File: src/rtl/wb_stage.sv
// MangoMIPS32 write-back stage: load alignment/extension, GPR write port, HI/LO and LLbit state.
// Optional debug trace port and retired-instruction counter enabled by defining WB_DEBUG_TRACE_EN.
module wb_stage #(
    parameter logic [63:0] HILO_RST = 64'h0
) (
    input  logic        clk,
    input  logic        rst,
    input  logic        stall,
    input  logic        exc_llb_clr,
    input  logic [31:0] wb_pc,
    input  logic [7:0]  wb_aluop,
    input  logic [31:0] wb_alures,
    input  logic [31:0] wb_m_vaddr,
    input  logic [31:0] wb_m_rdata,
    input  logic [3:0]  wb_wreg,
    input  logic [4:0]  wb_wraddr,
    input  logic        wb_hilo_wen,
    input  logic [63:0] wb_hilo,
    input  logic        wb_llb_wen,
    input  logic        wb_llbit,
    output logic [3:0]  rf_wen,
    output logic [4:0]  rf_waddr,
    output logic [31:0] rf_wdata,
    output logic [31:0] hi_o,
    output logic [31:0] lo_o,
    output logic        llbit_o
`ifdef WB_DEBUG_TRACE_EN
    ,
    output logic [31:0] debug_wb_pc,
    output logic [3:0]  debug_wb_rf_wen,
    output logic [4:0]  debug_wb_rf_wnum,
    output logic [31:0] debug_wb_rf_wdata,
    output logic [31:0] debug_wb_instret
`endif
);

    // Op codes mirror the ALU_* values of the shared pipeline defines header.
    localparam logic [7:0] ALU_NOP = 8'h00;
    localparam logic [7:0] ALU_LB  = 8'h20;
    localparam logic [7:0] ALU_LBU = 8'h21;
    localparam logic [7:0] ALU_LH  = 8'h22;
    localparam logic [7:0] ALU_LHU = 8'h23;
    localparam logic [7:0] ALU_LW  = 8'h24;
    localparam logic [7:0] ALU_LL  = 8'h25;
    localparam logic [7:0] ALU_LWL = 8'h26;
    localparam logic [7:0] ALU_LWR = 8'h27;

    logic [1:0]  offset;
    logic [1:0]  lwlShift;
    logic [7:0]  ldByte;
    logic [15:0] ldHalf;
    logic [31:0] ldData;
    logic [3:0]  wenMask;

    assign offset   = wb_m_vaddr[1:0];
    assign lwlShift = 2'd3 - offset;
    assign ldByte   = wb_m_rdata[{offset, 3'b000} +: 8];
    assign ldHalf   = wb_m_rdata[{wb_m_vaddr[1], 4'b0000} +: 16];

    always_comb begin
        ldData  = wb_alures;
        wenMask = 4'hF;
        case (wb_aluop)
            ALU_LB:  ldData = {{24{ldByte[7]}}, ldByte};
            ALU_LBU: ldData = {24'h0, ldByte};
            ALU_LH:  ldData = {{16{ldHalf[15]}}, ldHalf};
            ALU_LHU: ldData = {16'h0, ldHalf};
            ALU_LW,
            ALU_LL:  ldData = wb_m_rdata;
            ALU_LWL: begin
                ldData  = wb_m_rdata << {lwlShift, 3'b000};
                wenMask = 4'hF << lwlShift;
            end
            ALU_LWR: begin
                ldData  = wb_m_rdata >> {offset, 3'b000};
                wenMask = 4'hF >> offset;
            end
            default: ;
        endcase
    end

    // r0 is hardwired zero, so writes to it are dropped here rather than in the regfile.
    always_comb begin
        rf_wen   = 4'h0;
        rf_wdata = 32'h0;
        if (!rst) begin
            rf_wdata = ldData;
            if (!stall && (wb_wraddr != 5'd0))
                rf_wen = wb_wreg & wenMask;
        end
    end

    assign rf_waddr = wb_wraddr;

    logic        hiloWrite;
    logic [31:0] hi_q, lo_q;
    logic [63:0] hilo_d;
    logic        llbit_q, llbit_d;

    assign hiloWrite = wb_hilo_wen & ~stall;

    always_comb begin
        hilo_d = {hi_q, lo_q};
        if (hiloWrite)
            hilo_d = wb_hilo;
    end

    // An exception commit clears LLbit even when the stage is stalled.
    always_comb begin
        llbit_d = llbit_q;
        if (exc_llb_clr)
            llbit_d = 1'b0;
        else if (wb_llb_wen && !stall)
            llbit_d = wb_llbit;
    end

    always_ff @(posedge clk) begin
        if (rst) begin
            {hi_q, lo_q} <= HILO_RST;
            llbit_q      <= 1'b0;
        end else begin
            {hi_q, lo_q} <= hilo_d;
            llbit_q      <= llbit_d;
        end
    end

    assign hi_o    = hilo_d[63:32];
    assign lo_o    = hilo_d[31:0];
    assign llbit_o = llbit_d;

`ifdef WB_DEBUG_TRACE_EN
    logic [31:0] instret_q, instret_d;

    always_comb begin
        instret_d = instret_q;
        if (!stall && (wb_aluop != ALU_NOP))
            instret_d = instret_q + 32'd1;
    end

    always_ff @(posedge clk) begin
        if (rst)
            instret_q <= 32'h0;
        else
            instret_q <= instret_d;
    end

    assign debug_wb_pc       = wb_pc;
    assign debug_wb_rf_wen   = rf_wen;
    assign debug_wb_rf_wnum  = rf_waddr;
    assign debug_wb_rf_wdata = rf_wdata;
    assign debug_wb_instret  = instret_q;

    logic unused_vaddr;
    assign unused_vaddr = ^wb_m_vaddr[31:2];
`else
    logic unused_vaddr;
    assign unused_vaddr = ^{wb_m_vaddr[31:2], wb_pc};
`endif

endmodule
File: config.mk
export PLATFORM = sky130hd
export DESIGN_NAME = wb_stage
export DESIGN_NICKNAME = d
export VERILOG_FILES = /design/src/rtl/wb_stage.sv
export SDC_FILE = /design/constraint.sdc
export NUM_CORES = 1
export LEC_CHECK = 0
export ABC_AREA = 1
export BUFFER_PORTS_ARGS = -buffer_cell sky130_fd_sc_hd__buf_4
export CORE_MARGIN = 8
export CORE_UTILIZATION = 46
export CTS_BUF_LIST = sky130_fd_sc_hd__clkbuf_4 sky130_fd_sc_hd__clkbuf_8
export CTS_CLUSTER_SIZE = 30
export DETAILED_ROUTE_END_ITERATION = 10
export PLACE_DENSITY = 0.88
export SYNTH_ARGS = -nofsm -noshare
export SYNTH_HDL_FRONTEND = slang
export SYNTH_SLANG_ARGS = --single-unit
export TNS_END_PERCENT = 20
File: constraint.sdc
create_clock -name clk -period 2.5 [get_ports clk]
set_clock_uncertainty 0.2 [all_clocks]
set_input_delay 0.5 -clock clk [delete_from_list [all_inputs] [get_ports clk]]
set_output_delay 0.5 -clock clk [all_outputs]
set_load 0.03 [all_outputs]
# After elaboration in Yosys (flattened, before gate mapping)
# Cells that the tools add are included.
# totals
register_bits	65
inputBits	216
word_cells	34
# classes
addsub	1
eq_ne	8
shifts	6
mux	8
bitwise	3
reduce_logical	5
# ops
cell	n
$pmux W32 S7	1
$eq A8 B6 Y1 const B	8
$mux W64	1
$mux W32	1
$shiftx A32 B6 Y16	1
$shiftx A32 B6 Y8	1
$shl A32 B5 Y32	1
$shr A32 B5 Y32	1
$mux W4	2
$pmux W4 S2	1
$reduce_bool A5 Y1	1
$and A4 B4 Y4	1
$shl A4 B2 Y4 const A	1
$shr A4 B2 Y4 const A	1
$logic_and A1 B1 Y1	2
$mux W1	2
$reduce_or A2 Y1	1
$sub A2 B2 Y2 const A	1
$and A1 B1 Y1	1
$logic_not A1 Y1	1
$not A1 Y1	1

# Logic depth before layout (Yosys ltp)
# depth
depth_word	6
depth_mapped	11
ltp_nobuf	10

# Worst setup path after synthesis
# No wires, ideal clock.
# synth_timing
path_kind	input-to-output
start	in wb_aluop[4]
end	out rf_wdata[30]
arrival_ns	1.901
required_ns	1.800
path_slack_ns	-0.101
cell_stages	9
cell_sequence	inv_1 -> nand2_1 -> nor2_4 -> buf_4 -> buf_4 -> nand3_1 -> nand3_1 -> nor2_1 -> a21oi_1
# synth_via
elab_chain_cells	4
word_cells_on_any_way	11
cone_classes	eq/ne (8); mux (2); reduce/logical (1)
# synth_lines
element	line_no	rtl
from (decl)	11	input logic [7:0] wb_aluop,
$eq A8 B6 Y1	63	case (wb_aluop)
$reduce_or A2 Y1	63	
$pmux W32 S7 *	63	
$mux W32 *	86	if (!rst) begin
to (decl)	23	output logic [31:0] rf_wdata,
# Mark *: on every way between the ends. The rest lies on a longest branch, timed or not.

# Worst setup path after layout
# layout_timing
start	in wb_aluop[4]
end	out rf_wdata[11]
# Same word-level chain as after synthesis.

==> impl_metrics.json <==
{
  "status": "finished with violations",
  "violations": "setup timing",
  "gp_congestion": 0.9849,
  "grt_util_all_layers": 0.2645,
  "wl_um": 22260,
  "io_buffers": 259,
  "io_pins": 322,
  "fillers": 1008,
  "dp_worst_setup_slack_ns": -0.2339,
  "cts-root-buf": "clkbuf_8",
  "ys.flop_type": "dfxtp_1",
  "synth_edf_count": 0,
  "min_path_type": "primary input to flip-flop",
  "floorplan.initialDensity": 0.4668,
  "drtPass1Iterations": 6,
  "hpwl_um": 16890,
  "whs_endpoint": "llbit_q",
  "grt_max_degree": 52,
  "ff2ff_setup_slack_ns": 1.55,
  "yosysUniqueCellTypes": 28,
  "die_y_um": 125.7,
  "synth.largest_area_cell": "dfxtp_1",
  "grt_pass1_wl_um": 34230,
  "worstPathArrival_ns": 1.92,
  "yosys_register_bits": 65,
  "crit_chain": "buf_6, inv_2, nand2_2, nor2_4, buf_12, buf_8, nand2_8, nand2_4, nor2_4, buf_12, nand3b_1, nand2_2, nor2_1, buf_4",
  "drc_errors": 0,
  "async_reset_ff_frac": 0,
  "drive_gt1_frac": 0.3097,
  "tritoncts": "built",
  "r2r-start": "hi_q[28]",
  "highest_layer": "met4",
  "synth_top_area_share": 0.2350,
  "dr_wl_met2_um": 10970,
  "crit_family": "buffers and inverters",
  "crit_slowest_cell": "buf_4",
  "startpoint_type": "primary input",
  "die_w_um": 125.7,
  "nNetsFinal": 1525,
  "cts.clk_slew.worst_paths_ns": 0.06,
  "rsz0062_at_grt": "true",
  "cap_violations": 0,
  "setup_slack_ns": -0.1181,
  "ir_drop_v": 0.0002317,
  "fin_crit_ns": 2.618,
  "synthTopCellsByArea": "dfxtp_1, nand2_1, inv_1",
  "yosysWarnings": 0,
  "p_total_uw": 3578,
  "mappedNetlistArea_um2": 5537,
  "relSlewSlack": 0.6500,
  "drt-initial-drc-count": 582,
  "tightest_slew_ns": 0.5250,
  "leakagePower_uw": 0.004953,
  "htreeDepth": 3,
  "slowest_delay_ns": 0.17,
  "end_kind": "output pin",
  "area_growth_pct": 53.38,
  "numClockSinks": 65,
  "multiInputGateArea_um2": 3467,
  "worst-path-max-fanout": 23,
  "regArea_um2": 1301,
  "syn_area_per_cell_um2": 5.324,
  "maxSlewViolCount": 0,
  "synth_cells": 1040,
  "r2r-end": "hi_q[28]",
  "numCtsBuffers": 9,
  "die-area_um2": 15800,
  "setup_viol": 32,
  "cts_buffer_depth": 2,
  "finalHoldViolCount": 0,
  "ctsHoldBuffers": 0,
  "synth_fp_nets": 1256,
  "ys_seq_area_frac": 0.2350,
  "reg2regPathDepth": 4,
  "antenna_found_initial": 0,
  "crit_type": "primary input to output pin",
  "wl_met1_um": 8171,
  "ant_nets": 0,
  "hold_ws_ns": 0.1599,
  "grt_pass1_vias": 7026,
  "viasPerCell": 5.143,
  "vias": 7514,
  "path_buf_inv": 6,
  "antennaDiodeCount": 0,
  "setup_tns_ns": -1.944,
  "min_from": "exc_llb_clr",
  "clock_latency_ns": 0.34,
  "required_ns": 1.80,
  "wl_met3_um": 2133,
  "powerDensity_nw_per_um2": 421.4,
  "whs_path_depth": 2,
  "max_freq_ghz": 0.3820,
  "num_rows": 40,
  "finalCritPeriodShare": 1.047,
  "core-area_um2": 11860,
  "gr-total-overflow": 0,
  "drt-wirelength-per-cell_um": 15.24
}
## power breakdown
| group | switching [uW] | leakage (uW) | internal (uW) |
|---|---|---|---|
| Combinational | 811 | 0.00430 | 545 |
| Clock | 422 | 0.000121 | 679 |
| Sequential | 17.2 | 0.000537 | 1100 |
| Total | 1250 | 0.00495 | 2330 |
## worst max path at each step
stage / end / slack, ns / cells past startpoint / from
CTS: rf_wdata[17] / -0.13 / 14 / wb_aluop[6]
floorplan: rf_wdata[29] / -0.10 / 9 / wb_aluop[4]
global route: rf_wdata[31] / -0.19 / 10 / wb_m_vaddr[0]
finish: rf_wdata[11] / -0.12 / 14 / wb_aluop[4]
global placement: rf_wdata[14] / -0.22 / 13 / wb_aluop[4]
detailed placement: rf_wdata[29] / -0.23 / 11 / wb_aluop[4]
## layer usage
metal	up-vias	GRT usage
li1	3705	-
met1	3351	0.2812
met2	397	0.4704
met3	61	0.06962
met4	0	0.1418
met5	-	0
## per-stage QoR
step / utilization / std cells / instance area [um^2]
after floorplan: - / 1040 / 5559
after global placement: 0.6666 / 1441 / 7906
after detailed placement: 0.6666 / 1441 / 7906
after CTS: 0.6982 / 1458 / 8282
after global routing: 0.7159 / 1461 / 8492
final: 0.7159 / 1461 / 8492
## worst reg2reg max path, cell delays in order (launching register included)
cell	delay, ns
dfxtp_1	0.30
inv_1	0.04
nand2_1	0.05
o21ai_0	0.15
nor2_1	0.08
## registers in the layout, summed over array words and instances, names as in the netlist
register	count
lo_q	32
hi_q	32
llbit_q	1
## cell usage after synthesis (2+ instances only)
master and number:
and2_1 4, inv_1 178, o21ai_0 82, a21oi_1 17, buf_4 8, dfxtp_1 65
nand3_2 2, inv_2 4, nand2_4 3, nor2_4 4, nor2_1 174, clkinv_1 2
buf_6 4, buf_1 7, nand3b_1 36, nor3_1 5, nand3_1 102, clkbuf_1 34
buf_2 9, nand2_2 3, nand2_1 289, nor2_2 2
## placed cells by master (no fill, tap or decap)
cell / synthesis / layout
nand2_1: 289 / 278
inv_1: 178 / 174
o21ai_0: 82 / 81
nor2_4: 4 / 8
clkinv_1: 2 / 2
dfxtp_1: 65 / 65
buf_6: 4 / 15
nand2_8: 0 / 1
and2_1: 4 / 4
nor4_1: 1 / 1
nor3_1: 5 / 5
nand3_2: 2 / 11
a21oi_1: 17 / 10
nand3_4: 0 / 2
nand4_1: 1 / 1
nand3_1: 102 / 91
nand3b_1: 36 / 36
o21ai_2: 1 / 1
bufinv_16: 0 / 3
inv_4: 0 / 1
clkbuf_8: 0 / 9
nor2_1: 174 / 157
inv_6: 0 / 1
buf_12: 0 / 9
buf_8: 0 / 1
o211ai_1: 1 / 1
buf_4: 8 / 294
clkbuf_16: 0 / 1
o21ai_1: 1 / 1
nor2_2: 2 / 15
nand2_2: 3 / 10
inv_2: 4 / 6
a21oi_2: 0 / 7
clkinvlp_4: 0 / 2
nand2_4: 3 / 6
clkbuf_4: 0 / 1
o211ai_2: 1 / 1
clkinv_4: 0 / 1
o21ai_4: 0 / 1
## area by class of cell
type | count | share of cell area
well taps | 147 | 0.02166
clock buffers | 10 | 0.01547
repair buffers | 320 | 0.3057
multi-input cells | 729 | 0.4083
clock inverters | 6 | 0.01356
flip-flops and latches | 65 | 0.1532
inverters | 184 | 0.08207
## what timing repair did
item,in CTS,in global routing
endpoints found under the setup margin,32,34
pin swaps,15,19
hold endpoints to repair,0,0
gates cloned,0,1
buffers inserted,1,2
gates resized for setup,30,47
## cell families after synthesis
| family | after synthesis | synth area share |
|---|---|---|
| AO/OA/AOI/OAI | 103 | 0.09559 |
| buffers and inverters | 246 | 0.1797 |
| flip-flops | 65 | 0.2350 |
| AND/OR/NAND/NOR | 626 | 0.4897 |
No activity file was read; power rests on OpenSTA's default activity.
